**src/rtl/subblock_byte_serializer_pkg.sv**
```systemverilog
`default_nettype none
// ============================================================================
//  Module      : subblock_byte_serializer_pkg
//  Description : Shared constants for the subblock byte serializer: subblock
//                sizes (also used by the encoder's length logic) and the
//                serializer state encoding.
//  Revision    : 1.0  initial release
// ============================================================================
package subblock_byte_serializer_pkg;

    // Bytes per subblock for a short (1056-bit) and a long (6144-bit) block.
    localparam int SUBBLK_BYTES_SHORT = 132;
    localparam int SUBBLK_BYTES_LONG  = 768;

    localparam int STATE_W = 3;
    typedef logic [STATE_W-1:0] state_t;

    localparam state_t c_st_idle  = 3'd0;
    localparam state_t c_st_req   = 3'd1;
    localparam state_t c_st_wait  = 3'd2;
    localparam state_t c_st_emit0 = 3'd3;
    localparam state_t c_st_emit1 = 3'd4;
    localparam state_t c_st_emit2 = 3'd5;

endpackage
`default_nettype wire

```
**src/rtl/subblock_byte_serializer_done_edge_detect.sv**
```systemverilog
`default_nettype none
// ============================================================================
//  Module      : done_edge_detect
//  Description : Registers computation_done and produces a one-cycle start
//                pulse on its rising edge.
//  Ports       : clk              in   clock, rising edge
//                reset            in   asynchronous active-low reset
//                computation_done in   level from the encoder
//                start            out  high while done=1 and last sample=0
//  Revision    : 1.0  initial release
// ============================================================================
module done_edge_detect (
    input  logic clk,
    input  logic reset,
    input  logic computation_done,
    output logic start
);

    logic r_done_q;

    always_ff @(posedge clk or negedge reset) begin
        if (!reset) begin
            r_done_q <= 1'b0;
        end else begin
            r_done_q <= computation_done;
        end
    end

    assign start = computation_done & ~r_done_q;

endmodule
`default_nettype wire

```
**src/rtl/subblock_byte_serializer.sv**
```systemverilog
`default_nettype none
// ============================================================================
//  Module      : subblock_byte_serializer
//  Description : Drains the encoder's three subblock FIFOs after
//                computation_done and emits one byte stream d0,d1,d2 per
//                read over a valid/ready handshake, with start/end-of-block
//                markers for the rate-matching stage.
//  Ports       : clk, reset(async, active-low)
//                computation_done, code_block_length   block start/length
//                q0..q2 / rdreq_subblock               subblock FIFO read side
//                out_data/out_valid/out_ready          byte stream
//                out_sob/out_eob                       framing, valid-qualified
//                busy                                  block in progress
//  Revision    : 1.0  initial release
// ============================================================================
module subblock_byte_serializer
    import subblock_byte_serializer_pkg::*;
#(
    parameter int BYTES_SHORT = SUBBLK_BYTES_SHORT,
    parameter int BYTES_LONG  = SUBBLK_BYTES_LONG,
    parameter int CNT_W       = 10
) (
    input  logic       clk,
    input  logic       reset,
    input  logic       computation_done,
    input  logic       code_block_length,
    input  logic [7:0] q0,
    input  logic [7:0] q1,
    input  logic [7:0] q2,
    output logic       rdreq_subblock,
    output logic [7:0] out_data,
    output logic       out_valid,
    input  logic       out_ready,
    output logic       out_sob,
    output logic       out_eob,
    output logic       busy
);

    state_t             r_state;
    state_t             w_state_next;
    logic [CNT_W-1:0]   r_cnt;
    logic               r_len;
    logic [7:0]         r_h0;
    logic [7:0]         r_h1;
    logic [7:0]         r_h2;

    logic               w_start;
    logic               w_emitting;
    logic               w_accept;
    logic [CNT_W-1:0]   w_limit;
    logic [CNT_W-1:0]   w_cnt_inc;
    logic               w_last_triple;
    logic               w_final_byte;

    done_edge_detect u_done_edge (
        .clk              (clk),
        .reset            (reset),
        .computation_done (computation_done),
        .start            (w_start)
    );

    // Limit comes from the length latched at start, so a mid-block change
    // of code_block_length cannot alter the triple count.
    assign w_limit       = r_len ? CNT_W'(BYTES_LONG) : CNT_W'(BYTES_SHORT);
    assign w_cnt_inc     = r_cnt + CNT_W'(1);
    assign w_last_triple = (w_cnt_inc == w_limit);

    assign w_emitting    = (r_state == c_st_emit0) || (r_state == c_st_emit1) ||
                           (r_state == c_st_emit2);
    assign w_accept      = w_emitting && out_ready;
    assign w_final_byte  = (r_state == c_st_emit2) && w_last_triple;

    // ------------------------------------------------------------------
    // State register
    // ------------------------------------------------------------------
    always_ff @(posedge clk or negedge reset) begin
        if (!reset) begin
            r_state <= c_st_idle;
        end else begin
            r_state <= w_state_next;
        end
    end

    // ------------------------------------------------------------------
    // Next-state logic
    // ------------------------------------------------------------------
    always_comb begin
        w_state_next = r_state;
        case (r_state)
            c_st_idle:  if (w_start) w_state_next = c_st_req;
            c_st_req:   w_state_next = c_st_wait;
            c_st_wait:  w_state_next = c_st_emit0;
            c_st_emit0: if (w_accept) w_state_next = c_st_emit1;
            c_st_emit1: if (w_accept) w_state_next = c_st_emit2;
            c_st_emit2: begin
                if (w_accept) begin
                    w_state_next = w_last_triple ? c_st_idle : c_st_req;
                end
            end
            default:    w_state_next = c_st_idle;
        endcase
    end

    // ------------------------------------------------------------------
    // Outputs (Moore: every output is a function of state and held data,
    // so they stay stable across a stall)
    // ------------------------------------------------------------------
    always_comb begin
        rdreq_subblock = 1'b0;
        out_data       = 8'h00;
        out_valid      = 1'b0;
        out_sob        = 1'b0;
        out_eob        = 1'b0;
        busy           = (r_state != c_st_idle);
        case (r_state)
            c_st_req:   rdreq_subblock = 1'b1;
            c_st_emit0: begin
                out_data  = r_h0;
                out_valid = 1'b1;
                out_sob   = (r_cnt == '0);
            end
            c_st_emit1: begin
                out_data  = r_h1;
                out_valid = 1'b1;
            end
            c_st_emit2: begin
                out_data  = r_h2;
                out_valid = 1'b1;
                out_eob   = w_final_byte;
            end
            default: ;
        endcase
    end

    // ------------------------------------------------------------------
    // Datapath: length latch, holding registers, triple counter
    // ------------------------------------------------------------------
    always_ff @(posedge clk or negedge reset) begin
        if (!reset) begin
            r_len <= 1'b0;
            r_h0  <= 8'h00;
            r_h1  <= 8'h00;
            r_h2  <= 8'h00;
            r_cnt <= '0;
        end else begin
            if ((r_state == c_st_idle) && w_start) begin
                r_len <= code_block_length;
            end
            // FIFO read latency is one cycle: data is valid during WAIT.
            if (r_state == c_st_wait) begin
                r_h0 <= q0;
                r_h1 <= q1;
                r_h2 <= q2;
            end
            if ((r_state == c_st_emit2) && w_accept) begin
                r_cnt <= w_last_triple ? '0 : w_cnt_inc;
            end
        end
    end

endmodule
`default_nettype wire

```
**config.mk**
```make
export PLATFORM = sky130hd
export DESIGN_NAME = subblock_byte_serializer
export DESIGN_NICKNAME = d
export VERILOG_FILES = /design/src/rtl/subblock_byte_serializer_pkg.sv /design/src/rtl/subblock_byte_serializer_done_edge_detect.sv /design/src/rtl/subblock_byte_serializer.sv
export SDC_FILE = /design/constraint.sdc
export NUM_CORES = 1
export LEC_CHECK = 0
export CAP_MARGIN = 0
export CORE_MARGIN = 10
export CORE_UTILIZATION = 35
export CTS_CLUSTER_SIZE = 16
export DETAILED_ROUTE_END_ITERATION = 10
export SYNTH_ARGS = -nofsm -noshare
export SYNTH_HDL_FRONTEND = slang
export SYNTH_SLANG_ARGS = --single-unit
```
**constraint.sdc**
```tcl
create_clock -name clk -period 1.8 [get_ports clk]
set_input_delay 0.27 -clock clk [delete_from_list [all_inputs] [get_ports clk]]
set_output_delay 0.27 -clock clk [all_outputs]
set_load 0.02 [all_outputs]
```
---- Yosys cells after proc, flatten, opt, wreduce, memory -nomap -nowiden ----
Cells that the tools add are included.
operators by class
  reductions and logical operators ........ 11
  $add $sub $neg .......................... 1
  equality and inequality tests ........... 10
  bitwise operators ....................... 2
  mux-type cells .......................... 13
operators by type and width
  cell                                                                    number
  8-bit one-hot mux with 3 select lines                                   1
  10-bit two-way mux                                                      2
  3-bit one-hot mux with 6 select lines                                   1
  3-bit two-way mux                                                       4
  10-bit by 1-bit adder with 10-bit output (second input constant)        1
  10-bit equality test                                                    1
  10-bit logical NOT                                                      1
  2-bit != test (second input constant)                                   4
  3-bit by 2-bit equality test with 1-bit output (second input constant)  2
  3-bit equality test (second input constant)                             2
  1-bit two-way mux                                                       5
  1-bit logical AND                                                       4
  4-bit AND reduction                                                     1
  3-bit by 1-bit equality test with 1-bit output (second input constant)  1
  3-bit logical NOT                                                       1
  3-bit nonzero test                                                      1
  3-bit OR reduction                                                      1
  1-bit logical OR                                                        2
  1-bit AND                                                               1
  1-bit NOT                                                               1
word-level totals
  bits in registers ....................... 39
  word-level logic and storage cells ...... 44
  input port bits ......................... 29

---- Depth between registers and ports, before layout ----
Gate-level depths: netlist (run 1).
  word-level depth ........................ 6
  gate-level depth with buffers ........... 7
  mapped depth without buffers ............ 6

---- Cells and area by module ----
From an unflattened synthesis (run 1), not the netlist that was laid out.
second synthesis, totals
  cell total of the unflattened synthesis .. 188
  area, all modules ....................... 2024.4 µm²
by module, submodules not included
  module                    times used  sequential area each (µm²)  cells each  area each (µm²)
  subblock_byte_serializer  1           950.9                       186         1985.7
  done_edge_detect          1           25.0                        2           38.8

---- Worst setup path before layout (run 1) ----
OpenSTA, ideal clock, no wires.
  path kind ............................... reg-to-output
  start ................................... reg r_cnt[0]
  end ..................................... out out_sob
  cell stages (with the launch flop) ...... 5
  arrival ................................. 1.842 ns
  required time ........................... 1.530 ns
  path slack .............................. -0.312 ns
  path through ............................ dfrtp_1 -> inv_1 -> ha_1 -> or4b_2 -> nor4_1
between the ends
  cells in the longest elaborated chain, start to end .. 2
ends and longest elaborated chain
  element                   line                             text
  start: declaration        subblock_byte_serializer.sv:41   logic [CNT_W-1:0] r_cnt;
  start signal: assignment  subblock_byte_serializer.sv:156  r_cnt <= w_last_triple ? '0 : w_cnt_inc;
  10-bit logical NOT        subblock_byte_serializer.sv:120  out_sob = (r_cnt == '0);
  1-bit two-way mux         subblock_byte_serializer.sv:115  case (r_state)
  end: declaration          subblock_byte_serializer.sv:34   output logic out_sob,
No other way between the ends.

---- Worst setup path in the final report (run 1) ----
  start ................................... reg r_cnt[8]
  end ..................................... out out_eob
between the ends
  cells in the longest elaborated chain, start to end .. 4
ends and longest elaborated chain
  element                                   line                             text
  10-bit by 1-bit adder with 10-bit output  subblock_byte_serializer.sv:65   assign w_cnt_inc = r_cnt + CNT_W'(1);
  10-bit equality test                      subblock_byte_serializer.sv:66   assign w_last_triple = (w_cnt_inc == w_limit);
  1-bit logical AND                         subblock_byte_serializer.sv:71   assign w_final_byte = (r_state == c_st_emit2) && w_last_triple;
  1-bit two-way mux                         subblock_byte_serializer.sv:115
  end: declaration                          subblock_byte_serializer.sv:35   output logic out_eob,
No other way between the ends.

==> flow_summary_export.csv, run 1 <==
group,metric,value,unit
outcome,outcome,"finished with violations",
outcome,violations,"negative setup slack",
synth,synth_edf_count,0,
cells_and_area,postLayoutCellArea,3040,µm²
grt,grt_pass1_wl,8510,µm
sta,setup_viol,4,
grt,grtUsageTotal,11.4,%
power,p_sw_share,34.2,%
cts,tritoncts,"done",
synth,synth_top_family_by_area,"multiplexers",
sta,layout_setup_ws,-0.396,ns
sta,post-route-period-util,122,%
synth,yosysWarnings,0,
setup_path,crit_type,"flop to output pin",
floorplanning,core_area,5540,µm²
routing,initialDrtViolationCount,57,
sta,final-hold-violation-count,0,
place,placedInstanceArea,2810,µm²
synth,synthFlopType,"dfrtp_1",
cells_and_area,seq_area,980,µm²
setup_path,path_max_fanout,2,
setup_path,rr_endpoint,"r_cnt[8]",
cts,cts.sinks,39,
cells_and_area,antennaDiodeCount,0,
setup_path,crit_end,"out_eob",
power,ir_drop,0.642,mV
cts,cts.clk_slew.worst_paths,0.08,ns
floorplanning,die_area,9180,µm²
routing,dr.pass1.iters,4,
setup_path,crit_path_end_kind,"output pin",
grt,overflow,0,
setup_path,crit_start,"r_cnt[8]",
cells_and_area,multi_input_area,1060,µm²
synth,avgSynthCellArea,11.4,µm²
synth,synth-adder-area-share,1.24,%
synth,synthCells,177,
power,p_int,3110,µW
sta,skew,0.00402,ns
synth,synthesis.nets,208,
cells_and_area,drive_gt1_share,45.5,%
sta,rsz0062_at_grt,"yes",
sta,timing.fmax,455,MHz
setup_path,worstPathArrival,1.93,ns
setup_path,r2r_start,"r_cnt[8]",
cts,cts-root-buf,"clkbuf_8",
floorplanning,die_w,95.8,µm
cts,cts_htree_levels,2,
setup_path,ff2ff_path_depth,6,
routing,drc,0,
power,netSwitchingPower,1610,µW
routing,num_vias,1658,
flow_run,cap_violations,0,
place,dp_worst_setup_slack,-0.651,ns
power,combPwrFrac,52.3,%
power,leakage,0.00132,µW
cells_and_area,area_delta_synth_final,50.9,%
synth,synth.area.mux_share,15.5,%
cells_and_area,fillers,524,
floorplanning,num_rows,27,
synth,synthSimpleGateAreaFrac,13.6,%
cts,cts_made_buffers,5,
floorplanning,start_util,36.3,%
routing,routed_wirelength,5130,µm
sta,tightest_slew,0.497,ns
power,p_seq_share,31.7,%
routing,ant_nets,0,
cts,clock_path_buffers,2,
synth,synth_seq_cells,39,
hold_path,worstHoldPathType,"primary input to asynchronous set/reset pin",
grt,grt_max_degree,40,
power,p_clk_share,16.0,%
grt,antenna_found_initial,0,
floorplanning,die_y,95.8,µm
synth,synth-seq-area-share,48.5,%
synth,synth-compound-area-share,14.3,%
grt,grt_pass1_vias,1775,
cells_and_area,final_nets,287,
place,place_hpwl,3720,µm
cts,cts-hold-fix-buffers,0,
sta,maxSlewViolCount,0,
routing,vias_per_cell,5.04,
power,power.density,1550,nW/µm²
routing,wire_per_inst,15.6,µm
cts,insertion_delay,0.29,ns
floorplanning,io_pins,42,
synth,syn-cell-area,2010,µm²
setup_path,required,1.53,ns
sta,fin_hold_ws,0.0346,ns
synth,synth_xor_area_share,2.61,%
sta,max-slew-margin-rel,66.9,%
synth,synthArstFlopShare,100,%
setup_path,reg2reg_slack,0,ns
place,gp_routability_congestion,0.831,
synth,synth_cell_types,40,
power,report.power.total,4720,µW
setup_path,critical_path.startpoint_type,"flop",
place,portBuffers,41,
sta,fin_crit,2.20,ns
==> routing by layer <==
layer	track usage, %	part of all wire [%]	vias up	wire length [µm]
met4	2.58	0.27	0	14
met2	18.3	47	33	2440
met1	14.2	45	812	2330
li1	-	-	811	-
met3	4.59	6.9	2	354
met5	0	0	-	0
==> critical path: stages (launching register included) <==
cell and delay (ns):
dfrtp_1 0.39, or4b_4 0.55, mux2i_2 0.19, a22oi_2 0.13
nor2_4 0.11, and3_4 0.18, buf_6 0.11
==> per-stage QoR <==
stage | cells | util (%) | setup TNS, ns
final | 329 | 54.8 | -0.683
after global routing | 329 | 54.8 | -1.44
after CTS | 328 | 54.2 | -0.827
after detailed placement | 319 | 50.7 | -2.45
after global placement | 319 | 50.7 | -2.28
after floorplan | 177 | - | -0.116
==> timing repair <==
item | in CTS | in global routing
endpoints found under the setup margin | 17 | 19
gates resized for setup | 79 | 17
buffers inserted | 3 | 2
pin swaps | 17 | 14
cloned | 0 | 0
==> how the worst min path moves through the flow <==
stage	start	end	slack, ns	cells past startpoint
after floorplan	reset	r_cnt[0]	-0.03	0
after global placement	reset	r_h0[5]	0.36	2
after detailed placement	reset	r_h0[5]	0.37	2
after CTS	reset	r_h0[2]	0.05	2
after global routing	reset	r_h2[5]	0.08	2
final	reset	r_h1[2]	0.03	2
==> synth_stat cells (2+ instances only) <==
library cell / count / share of area (%)
a22o_1: 16 / 7.0
a31oi_1: 2 / 0.62
and3_1: 4 / 1.2
buf_2: 5 / 1.2
buf_6: 2 / 1.1
clkbuf_1: 6 / 1.1
dfrtp_1: 39 / 49
ha_1: 2 / 1.2
inv_1: 3 / 0.56
mux2_2: 26 / 15
mux2i_1: 2 / 1.0
nand2_1: 8 / 1.5
nand3_1: 5 / 1.2
nand4_1: 4 / 1.2
nor2_1: 5 / 0.93
nor2b_1: 5 / 1.6
nor3_1: 5 / 1.2
o211ai_1: 4 / 1.5
o21ai_0: 8 / 2.0
or3_1: 2 / 0.62
xnor2_1: 3 / 1.3
xor2_1: 3 / 1.3
==> kinds of logic (layout without fill, tap and decap cells) <==
family	Yosys count	in the layout
compound gates	37	37
xor+xnor	6	6
simple gates	48	48
buf+inv	17	97
flops	39	39
fa+ha+maj	2	2
mux	28	28
==> cells in the final DEF (no fill, tap or decap), drive strengths merged, types with 3 or more instances in the layout <==
cell           netlist  final
buf                  8     57
dfrtp               39     39
clkdlybuf4s50        0     27
mux2                26     26
a22o                16     16
nand2                8      8
o21ai                8      8
clkbuf               6      7
nor2                 6      6
nor3                 5      5
nand3                5      5
nor2b                5      5
nand4                4      4
o211ai               4      4
and3                 4      4
xor2                 3      3
inv                  3      3
xnor2                3      3
==> state kept, by name, indices dropped and copies added (netlist names) <==
name and flops:
r_state 3, u_done_edge.r_done_q 1, r_h0 8, r_cnt 10
r_len 1, r_h2 8, r_h1 8
==> power by group through the flow <==
stage                     Sequential, µW  Combinational (µW)  Clock, µW
after global routing                1550                2670        806
after detailed placement            1480                2310          0
after global placement              1470                2300          0
after floorplan                     1400                1470          0
final                               1500                2470        757
after CTS                           1490                2470        777
==> final cells by class <==
type | instances | area share, %
repair buffers | 86 | 25.5
inverters | 3 | 0.371
multi-input cells | 121 | 35.0
well taps | 72 | 2.97
clock buffers | 6 | 2.72
flip-flops and latches | 39 | 32.3
clock inverters | 2 | 1.15
Note: power is estimated with default switching activity, not from simulation.
==> run 2: changes to the inputs <==
--- a/config.mk
+++ b/config.mk
@@ -6,4 +6,5 @@
 export NUM_CORES = 1
 export LEC_CHECK = 0
+export ABC_AREA = 1
 export CAP_MARGIN = 0
 export CORE_MARGIN = 10
@@ -11,4 +12,5 @@
 export CTS_CLUSTER_SIZE = 16
 export DETAILED_ROUTE_END_ITERATION = 10
+export HOLD_SLACK_MARGIN = 0.02
 export SYNTH_ARGS = -nofsm -noshare
 export SYNTH_HDL_FRONTEND = slang
==> constraint.sdc (replaced) <==
create_clock -name clk -period 1.8 [get_ports clk]
set_input_delay 0.18 -clock clk [delete_from_list [all_inputs] [get_ports clk]]
set_output_delay 0.18 -clock clk [all_outputs]
set_load 0.02 [all_outputs]
==> run 2 against run 1 <==
  * The flow still finishes with violations (negative setup slack)
  * Global-route usage decreased by 0.40 points
  * Clock skew about the same
  * Utilization decreased by 1.3 points
  * Clock power decreased by 4.2%
  * Cell count increased by 23%
  * Sequential share of layout area decreased by 1.4 points
  * Synthesized cell count increased by 36%
  * Combinational power increased by 4%
  * Fmax increased by 3.9%
  * Register-to-register slack improved by 0.03 ns
  * Clock-buffer cell count decreased by 1
  * Die area increased by 4.9%
==> flow_summary_export.csv, run 2 <==
group,metric,value,unit
outcome,outcome,"finished with violations",
outcome,violations,"negative setup slack",
floorplanning,io_pins,42,
cells_and_area,final_nets,362,
place,place_hpwl,4030,µm
routing,wire_per_inst,13.2,µm
hold_path,worstHoldPathType,"primary input to flop",
setup_path,crit_path_end_kind,"output pin",
floorplanning,core_area,5920,µm²
synth,synth_top_area_share,45.6,%
cts,insertion_delay,0.29,ns
routing,vias_per_cell,4.59,
power,ir_drop,0.671,mV
cts,cts.sinks,39,
cells_and_area,area_delta_synth_final,48.1,%
sta,fin_hold_ws,0.379,ns
setup_path,crit_type,"flop to output pin",
sta,post-route-period-util,117,%
setup_path,max_stage_delay,0.38,ns
flow_run,cap_violations,0,
sta,finalSetupTns,-0.313,ns
place,placedInstanceArea,2970,µm²
routing,routed_wirelength,5370,µm
cts,clock_path_buffers,2,
synth,synthesis.nets,271,
sta,timing.fmax,473,MHz
routing,ant_nets,0,
floorplanning,num_rows,28,
sta,maxSlewViolCount,0,
synth,yosysMostFrequentCell,"nand2_1",
cells_and_area,regMostFlops,"r_cnt",
routing,num_vias,1865,
hold_path,min_delay_path_depth,1,
cts,tritoncts,"done",
sta,tightest_slew,0.495,ns
synth,synthCells,240,
grt,grtUsageMet1,12.7,%
cells_and_area,final_common_cell,"nand2_1",
cells_and_area,largest_reg_flops,10,
power,report.power.total,4830,µW
cells_and_area,final_util,53.5,%
sta,rsz0062_at_grt,"yes",
cts,cts_made_buffers,5,
grt,use_met2,18.2,%
cells_and_area,fillers,561,
synth,synthFlopType,"dfrtp_1",
setup_path,worstPathArrival,1.93,ns
place,gp_routability_congestion,0.792,
setup_path,path_max_fanout,4,
synth,synth-seq-area-share,45.6,%
setup_path,critPathSlowestCell,"dfrtp_1",
synth,yosysTopAreaCell,"dfrtp_1",
grt,grtUsageTotal,11.0,%
grt,overflow,0,
synth,yosysWarnings,0,
floorplanning,die_area,9640,µm²
power,leakage,0.00147,µW
grt,antenna_found_initial,0,
setup_path,reg2reg_slack,0.03,ns
synth,avgSynthCellArea,8.91,µm²
cts,cts-root-buf,"clkbuf_8",
setup_path,crit_chain,"ha_2 > nand2_4 > nor2_4 > xor2_2 > nand3b_1 > nor2_2 > nand4_1 > nor2_1 > buf_4",
synth,yosys-top-cells-count,"69 x nand2_1, 39 x dfrtp_1, 24 x mux2_2, 23 x nand3_1, 22 x inv_1",
cells_and_area,mostFrequentLayoutCells,"66 x nand2_1, 43 x buf_4, 38 x dfrtp_1, 27 x clkdlybuf4s50_1, 24 x mux2_2",
floorplanning,start_util,36.1,%
sta,max-slew-margin-rel,67.0,%
cells_and_area,postLayoutCellArea,3170,µm²
grt,top_usage_layer,"met2",
power,power.density,1530,nW/µm²
setup_path,cp.depth,9,
sta,layout_setup_ws,-0.313,ns
sta,fin_crit,2.11,ns
grt,grt_pass1_wl,8930,µm
synth,synthArstFlopShare,100,%
cts,cts.clk_slew.worst_paths,0.08,ns
routing,dr.pass1.iters,4,
floorplanning,die_y,98.2,µm
cells_and_area,antennaDiodeCount,0,
grt,grt_pass1_vias,1898,
setup_path,required,1.62,ns
setup_path,path_buf_inv,1,
place,portBuffers,41,
synth,synth.area.top_cells,"dfrtp_1 46%, mux2_2 13%, nand2_1 12%",
floorplanning,die_w,98.2,µm
synth,synth_seq_cells,39,
synth,syn-cell-area,2140,µm²
synth,synth_cell_types,27,
synth,synth_edf_count,0,
grt,grt_max_degree,40,
sta,final-hold-violation-count,0,
sta,setup_viol,2,
setup_path,ff2ff_path_depth,11,
routing,drc,0,
grt,grtUsageMet3,5.21,%
setup_path,critical_path.startpoint_type,"flop",
setup_path,critPathTopFamily,"simple AND/OR/NAND/NOR gates",
sta,skew,0.00400,ns
cells_and_area,drive_gt1_share,39.3,%
routing,initialDrtViolationCount,44,
cts,cts_htree_levels,2,
[run 2: changes by cell type after synthesis, sizes merged, moves of 12 or more]
cell	before	now
nand3	5	27
nor2	6	18
nand2	8	77
a22o	16	1
inv	3	25
[run 2: routing by layer]
layer | part of all wire (%) | wire, µm
met4 | 0.89 | 48
met3 | 8.0 | 427
met2 | 48 | 2560
met5 | 0 | 0
met1 | 43 | 2330
[run 2: final timing paths]
check                                  from              endpoint
min in group asynchronous             reset              r_cnt[7]
max in group asynchronous             reset              r_cnt[2]
hold / removal             computation_done  u_done_edge.r_done_q
hold reg to reg                     r_h0[3]               r_h0[3]
setup / recovery                   r_cnt[1]               out_eob
setup reg to reg                   r_cnt[1]              r_cnt[9]
[run 2: layout make-up]
class                           count  area [µm²]  area share [%]
Clock inverter                      2        37.5            1.19
Clock buffer                        5        68.8            2.17
Multi-Input combinational cell    171        1130            35.8
Timing Repair Buffer               88         759            24.0
Sequential cell                    39         977            30.9
Tap cell                           75        93.8            2.96
Inverter                           26        97.6            3.08
[run 2: what timing repair did]
action | in CTS | in global routing
setup endpoints to repair | 13 | 18
pin swaps | 0 | 15
hold buffers | 1 | 0
cloned | 0 | 1
gates resized for setup | 41 | 33
setup buffers | 0 | 2
endpoints found under the hold margin | 39 | 0
[run 2: cell families (layout without fill, tap and decap cells)]
logic type / Yosys count / in the layout / share of synthesized area (%)
compound gates: 9 / 9 / 2.28
simple gates: 132 / 132 / 30.5
buf+inv: 30 / 121 / 5.44
xor+xnor: 4 / 4 / 2.34
fa+ha+maj: 2 / 2 / 1.17
flops: 39 / 39 / 45.6
mux: 24 / 24 / 12.6
[run 2: stage by stage]
step / setup WS [ns] / instances
2_1_floorplan: 0.0417 / 240
3_3_place_gp: -0.394 / 395
3_5_place_dp: -0.436 / 395
4_1_cts: -0.297 / 403
5_1_grt: -0.440 / 406
6_report: -0.313 / 406
[run 2: report_power, final]
part / internal [µW] / leakage [µW] / switching, µW / total (µW)
clock: 405 / 0.0000502 / 320 / 725
combinational: 1290 / 0.000949 / 1270 / 2560
sequential: 1280 / 0.000467 / 262 / 1540
total: 2970 / 0.00147 / 1860 / 4830
